File: src/rtl/cpu_stream_pkg.sv
// Shared types and sizing helpers for the CPU result streamer.
// Build option: CPU_STREAM_PARITY_EN adds a registered even-parity pin.
package cpu_stream_pkg;

  typedef enum logic [0:0] {
    IDLE,
    SEND
  } state_e;

  function automatic int beats(int data_w, int pins_w);
    return data_w / pins_w;
  endfunction

  function automatic int idx_w(int data_w, int pins_w);
    int n;
    n = beats(data_w, pins_w);
    return (n > 1) ? $clog2(n) : 1;
  endfunction

endpackage

File: src/rtl/stream_sync_fifo.sv
// Single-clock FIFO buffering whole result words ahead of the serialiser.
// Full/empty come from the registered occupancy count only.
module stream_sync_fifo
  import cpu_stream_pkg::*;
#(
  parameter int DEPTH  = 4,
  parameter int DATA_W = 32
) (
  input  logic              clk,
  input  logic              rst_n,
  input  logic              push,
  input  logic [DATA_W-1:0] push_data,
  input  logic              pop,
  output logic [DATA_W-1:0] pop_data,
  output logic              full,
  output logic              empty
);

  localparam int AW = $clog2(DEPTH);

  logic [DATA_W-1:0] mem_q [DEPTH];
  logic [AW-1:0]     wr_ptr_q, wr_ptr_d;
  logic [AW-1:0]     rd_ptr_q, rd_ptr_d;
  logic [AW:0]       count_q, count_d;
  logic              do_push, do_pop;

  assign full     = (count_q == (AW+1)'(DEPTH));
  assign empty    = (count_q == '0);
  assign do_push  = push && !full;
  assign do_pop   = pop && !empty;
  assign pop_data = mem_q[rd_ptr_q];

  always_comb begin
    wr_ptr_d = wr_ptr_q;
    rd_ptr_d = rd_ptr_q;
    count_d  = count_q;
    if (do_push) wr_ptr_d = wr_ptr_q + 1'b1;
    if (do_pop)  rd_ptr_d = rd_ptr_q + 1'b1;
    unique case ({do_push, do_pop})
      2'b10:   count_d = count_q + 1'b1;
      2'b01:   count_d = count_q - 1'b1;
      default: count_d = count_q;
    endcase
  end

  always_ff @(posedge clk or negedge rst_n) begin
    if (!rst_n) begin
      wr_ptr_q <= '0;
      rd_ptr_q <= '0;
      count_q  <= '0;
    end else begin
      wr_ptr_q <= wr_ptr_d;
      rd_ptr_q <= rd_ptr_d;
      count_q  <= count_d;
    end
  end

  // Storage needs no reset: occupancy gates every read.
  always_ff @(posedge clk) begin
    if (do_push) mem_q[wr_ptr_q] <= push_data;
  end

endmodule

File: src/rtl/cpu_result_streamer.sv
// Buffers core result words and serialises them onto PINS_W pins, LS beat first.
// Build option: CPU_STREAM_PARITY_EN registers ^pin_data onto pin_parity.
module cpu_result_streamer
  import cpu_stream_pkg::*;
#(
  parameter int DATA_W = 32,
  parameter int PINS_W = 16,
  parameter int DEPTH  = 4
) (
  input  logic              clk,
  input  logic              rst_n,
  input  logic              in_valid,
  output logic              in_ready,
  input  logic [DATA_W-1:0] in_data,
  input  logic              ack_mode,
  input  logic              pin_ack,
  output logic [PINS_W-1:0] pin_data,
  output logic              pin_valid,
  output logic              pin_first,
  output logic              pin_parity
);

  localparam int BEATS = beats(DATA_W, PINS_W);
  localparam int IW    = idx_w(DATA_W, PINS_W);

  state_e            state_q, state_d;
  logic [DATA_W-1:0] word_q, word_d;
  logic [IW-1:0]     idx_q, idx_d;
  logic [PINS_W-1:0] pin_data_q, pin_data_d;
  logic              pin_valid_q, pin_valid_d;
  logic              pin_first_q, pin_first_d;
  logic              ack_s1_q, ack_s2_q, ack_s3_q;
  logic              ack_rise, advance;
  logic              fifo_pop, fifo_full, fifo_empty;
  logic [DATA_W-1:0] fifo_data;
  logic [DATA_W-1:0] word_shr;

  stream_sync_fifo #(
    .DEPTH  (DEPTH),
    .DATA_W (DATA_W)
  ) u_fifo (
    .clk       (clk),
    .rst_n     (rst_n),
    .push      (in_valid),
    .push_data (in_data),
    .pop       (fifo_pop),
    .pop_data  (fifo_data),
    .full      (fifo_full),
    .empty     (fifo_empty)
  );

  assign in_ready = !fifo_full;
  assign ack_rise = ack_s2_q & ~ack_s3_q;
  assign advance  = ack_mode ? ack_rise : 1'b1;
  assign word_shr = word_q >> PINS_W;

  always_comb begin
    state_d     = state_q;
    word_d      = word_q;
    idx_d       = idx_q;
    pin_data_d  = pin_data_q;
    pin_valid_d = pin_valid_q;
    pin_first_d = pin_first_q;
    fifo_pop    = 1'b0;
    unique case (state_q)
      IDLE: begin
        if (!fifo_empty) begin
          fifo_pop    = 1'b1;
          word_d      = fifo_data;
          idx_d       = '0;
          pin_data_d  = fifo_data[PINS_W-1:0];
          pin_valid_d = 1'b1;
          pin_first_d = 1'b1;
          state_d     = SEND;
        end
      end
      SEND: begin
        if (advance) begin
          if (idx_q != IW'(BEATS-1)) begin
            word_d      = word_shr;
            idx_d       = idx_q + 1'b1;
            pin_data_d  = word_shr[PINS_W-1:0];
            pin_first_d = 1'b0;
          end else if (!fifo_empty) begin
            fifo_pop    = 1'b1;
            word_d      = fifo_data;
            idx_d       = '0;
            pin_data_d  = fifo_data[PINS_W-1:0];
            pin_first_d = 1'b1;
          end else begin
            // pin_data keeps the last beat for static displays
            pin_valid_d = 1'b0;
            pin_first_d = 1'b0;
            state_d     = IDLE;
          end
        end
      end
      default: state_d = IDLE;
    endcase
  end

  always_ff @(posedge clk or negedge rst_n) begin
    if (!rst_n) begin
      state_q     <= IDLE;
      word_q      <= '0;
      idx_q       <= '0;
      pin_data_q  <= '0;
      pin_valid_q <= 1'b0;
      pin_first_q <= 1'b0;
    end else begin
      state_q     <= state_d;
      word_q      <= word_d;
      idx_q       <= idx_d;
      pin_data_q  <= pin_data_d;
      pin_valid_q <= pin_valid_d;
      pin_first_q <= pin_first_d;
    end
  end

  always_ff @(posedge clk or negedge rst_n) begin
    if (!rst_n) begin
      ack_s1_q <= 1'b0;
      ack_s2_q <= 1'b0;
      ack_s3_q <= 1'b0;
    end else begin
      ack_s1_q <= pin_ack;
      ack_s2_q <= ack_s1_q;
      ack_s3_q <= ack_s2_q;
    end
  end

`ifdef CPU_STREAM_PARITY_EN
  logic parity_q, parity_d;

  assign parity_d = ^pin_data_d;

  always_ff @(posedge clk or negedge rst_n) begin
    if (!rst_n) parity_q <= 1'b0;
    else        parity_q <= parity_d;
  end

  assign pin_parity = parity_q;
`else
  assign pin_parity = 1'b0;
`endif

  assign pin_data  = pin_data_q;
  assign pin_valid = pin_valid_q;
  assign pin_first = pin_first_q;

endmodule

File: config.mk
export PLATFORM = sky130hd
export DESIGN_NAME = cpu_result_streamer
export DESIGN_NICKNAME = d
export VERILOG_FILES = /design/src/rtl/cpu_stream_pkg.sv /design/src/rtl/stream_sync_fifo.sv /design/src/rtl/cpu_result_streamer.sv
export SDC_FILE = /design/constraint.sdc
export NUM_CORES = 1
export LEC_CHECK = 0
export ABC_CLOCK_PERIOD_IN_PS = 2720
export CAP_MARGIN = 20
export CORE_ASPECT_RATIO = 1.5
export CORE_MARGIN = 2
export CORE_UTILIZATION = 35
export DETAILED_ROUTE_END_ITERATION = 6
export GPL_TIMING_DRIVEN = 0
export PLACE_DENSITY = 0.51
export SLEW_MARGIN = 25
export SYNTH_ARGS = -nofsm -noshare
export SYNTH_HDL_FRONTEND = slang
export SYNTH_SLANG_ARGS = --single-unit
File: constraint.sdc
create_clock -name clk -period 2.72 [get_ports clk]
set_input_delay 0.408 -clock clk [delete_from_list [all_inputs] [get_ports clk]]
set_output_delay 0.408 -clock clk [all_outputs]
set_load 0.05 [all_outputs]
==> qor.yml <==
outcome: "finished clean"
switching_share_pct: 32.9
critPathBufInv: 2
pin_count: 57
post-synth-top-area-fraction_pct: 56.9
report.final.slew_viol_count: 0
cp.arrival_ps: 2950
core_area_sq_mm: 0.0190
worstHoldPathType: "flop to flop"
grt_pass1_wl_mm: 21.5
stdcell_area_sq_mm: 0.00837
portBuffers: 55
crit_path_end_kind: "flop"
diodes: 0
cts_hold_buffers: 1
grt_pass1_vias: 3770
route.vias.total: 3374
wl_per_cell_um: 19.1
crit_fanout: 10
synthXorXnorAreaFrac_pct: 0.778
globalRouteOverflowTotal: 0
yosysTopAreaCell: "edfxtp_1"
drt_iter0_markers: 179
placed_area_sq_mm: 0.00776
antenna_found_initial: 0
power_frac_clock_pct: 25.4
syn_area_sq_mm: 0.00676
synth.top_cells.by_area: "edfxtp_1 (57%), dfrtp_1 (17%), mux4_2 (11%)"
grtUsageTotal_pct: 14.3
synth_top_family_by_area: "multiplexers"
clk_latency_ps: 430
max_cap_viol_count: 0
p_int_w: 0.00649
synth_seq_area_share_pct: 73.9
synthAdderAreaFrac_pct: 1.22
synth_seq_cells: 174
dieHeight_um: 174
yosys_warnings: 0
peakVddDrop_mv: 0.520
post_cts_buffers: 0
cts_max_path_buffers: 2
postSynthAreaPerCell_sq_um: 19.1
numCtsBuffers: 17
crit_path_start_kind: "flop"
drc: 0
p_seq_share_pct: 40.1
synthMuxAreaShare_pct: 11.0
rsz0062_at_grt: "no"
required_ps: 3070
place_ws_ps: -175
setup_viol: 0
setup_tns_ps: 0
drive_gt1_share_pct: 21.3
p_comb_share_pct: 34.5
slew-limit-headroom_pct: 54.9
r2r_slack_ps: 120
cts-resized-gates: 0
min_period_ps: 2600
rr_worst_depth: 9
synth_cells: 353
area_delta_synth_final_pct: 23.9
min_delay_path_depth: 0
clkSlewWorstSetupHoldPaths_ps: 70
powerDensity_mw_per_mm2: 1160
finalHoldViolCount: 0
drt_wl_total_mm: 13.4
leakagePower_nw: 3.11
tritoncts: "built"
synth_cell_types: 38
row_count: 62
p_switching_w: 0.00318
whs_endpoint: "ack_s2_q"
clock-root-buffer: "clkbuf_16"
final_cell_mix: "edfxtp_1 (128), inv_1 (57), clkdlybuf4s50_1 (54)"
skew_ps: 7.12
ant_nets: 0
via_per_inst: 4.81
r2r_start: "ack_s3_q"
ctsHtreeMaxLevel: 4
synth-simple-area-share_pct: 1.74
cp_slowest_stage_delay_ps: 600
start_util_pct: 35.5
clock_sinks: 174
crit_chain: "nand2b_1 -> a311oi_4 -> buf_6 -> ha_1 -> inv_1 -> fa_1 -> xor2_1 -> nor2_1 -> xor2_1"
fmax_ghz: 0.385
worstSetupPathType: "flop to flop"
cpLargestDelayFamily: "adder cells"
crit_path_frequent_cell: "xor2_1"
die_w_um: 117
final_common_cell: "edfxtp_1"
r2r-end: "u_fifo.count_q[2]"
final_nets: 476
die_area_sq_mm: 0.0205
hold_path_startpoint: "ack_s1_q"
grt_max_degree: 30
synth_nets: 396
dr.pass1.iters: 5
fin_crit_sh_pct: 95.4
synth_compound_area_share_pct: 6.09
cp_slowest_cell: "a311oi_4"
postLayoutSetupSlackWorst_ps: 124
gp_congestion: 0.690
worst_pin_slew_ps: 676
hpwl_mm: 9.36
## metal layers
metal	track usage (%)	share of wire [%]	vias up
met5	0	0	-
met4	5.97	1.7	0
met3	3.38	3.3	14
met2	26.3	56	63
met1	15.6	39	1771
li1	-	-	1526
## flip-flops by register name, summed over array words and instances, names as in the netlist
register         cells
u_fifo.wr_ptr_q      2
ack_s1_q             1
idx_q                1
pin_valid            1
u_fifo.mem_q       128
ack_s2_q             1
pin_first            1
ack_s3_q             1
u_fifo.count_q       3
pin_data            16
word_q              16
u_fifo.rd_ptr_q      2
state_q              1
## metrics by stage
stage	total power (W)	cells	hold WS, ps	utilization [%]
after detailed placement	0.00738	669	349	40.8
final	0.00967	702	360	44.0
after CTS	0.00986	702	364	44.0
after global routing	0.0102	702	368	44.0
after global placement	0.00720	664	347	40.1
after floorplan	0.00619	353	112	-
## layout make-up
cell class | count | area, sq um
clock inverter | 11 | 130
inverter | 57 | 214
clock buffer | 21 | 472
tap | 256 | 320
multi-input combinational | 106 | 1420
buffer | 16 | 134
sequential | 174 | 4990
fill | 1684 | 10600
timing repair buffer | 61 | 686
## power by group through the flow
| stage | registers (W) | clock network (W) | logic (W) |
|---|---|---|---|
| 2_1_floorplan | 0.00433 | 0 | 0.00186 |
| 3_3_place_gp | 0.00394 | 0 | 0.00326 |
| 3_5_place_dp | 0.00394 | 0 | 0.00344 |
| 4_1_cts | 0.00389 | 0.00252 | 0.00345 |
| 5_1_grt | 0.00394 | 0.00262 | 0.00363 |
| 6_report | 0.00388 | 0.00246 | 0.00334 |
## cells in the mapped netlist
| library cell | number |
|---|---|
| nor2_1 | 1 |
| mux2i_1 | 1 |
| buf_4 | 5 |
| nor2b_4 | 1 |
| dfrtp_1 | 46 |
| inv_1 | 57 |
| mux2_4 | 1 |
| and2b_1 | 1 |
| nand3_1 | 2 |
| a41oi_1 | 1 |
| and2_4 | 1 |
| or3b_4 | 1 |
| fa_1 | 1 |
| xor2_1 | 3 |
| and3_1 | 4 |
| a311oi_4 | 1 |
| nand2_1 | 1 |
| a21oi_1 | 1 |
| o31a_1 | 1 |
| edfxtp_1 | 128 |
| buf_6 | 7 |
| a21o_1 | 1 |
| o221ai_1 | 1 |
| o211ai_1 | 1 |
| nand2b_1 | 2 |
| a222oi_1 | 16 |
| a21oi_2 | 1 |
| o21ai_0 | 2 |
| mux4_2 | 32 |
| a22o_1 | 16 |
| nor3_2 | 1 |
| xnor2_1 | 3 |
| conb_1 | 1 |
| or3_4 | 1 |
| buf_2 | 2 |
| ha_1 | 5 |
| o22ai_4 | 1 |
| clkbuf_1 | 2 |
## worst max-delay path by stage
stage | endpoint | depth (start not counted) | slack (ps) | from
after detailed placement | u_fifo.count_q[2] | 9 | -170 | ack_mode
after global routing | u_fifo.count_q[2] | 9 | 8 | ack_s3_q
after CTS | u_fifo.count_q[2] | 9 | 120 | ack_s3_q
final | u_fifo.count_q[2] | 9 | 120 | ack_s3_q
after global placement | u_fifo.count_q[2] | 9 | -170 | ack_mode
after floorplan | u_fifo.count_q[2] | 9 | 430 | state_q
## kinds of logic after synthesis
group                      Yosys count
buffers and inverters               73
other                                1
and+or+nand+nor                     16
DFF                                174
adders and majority gates            6
muxes                               34
xor gates and xnor gates             6
AOI/OAI and AO/OA                   43
Note: power is estimated with default switching activity, not from simulation.
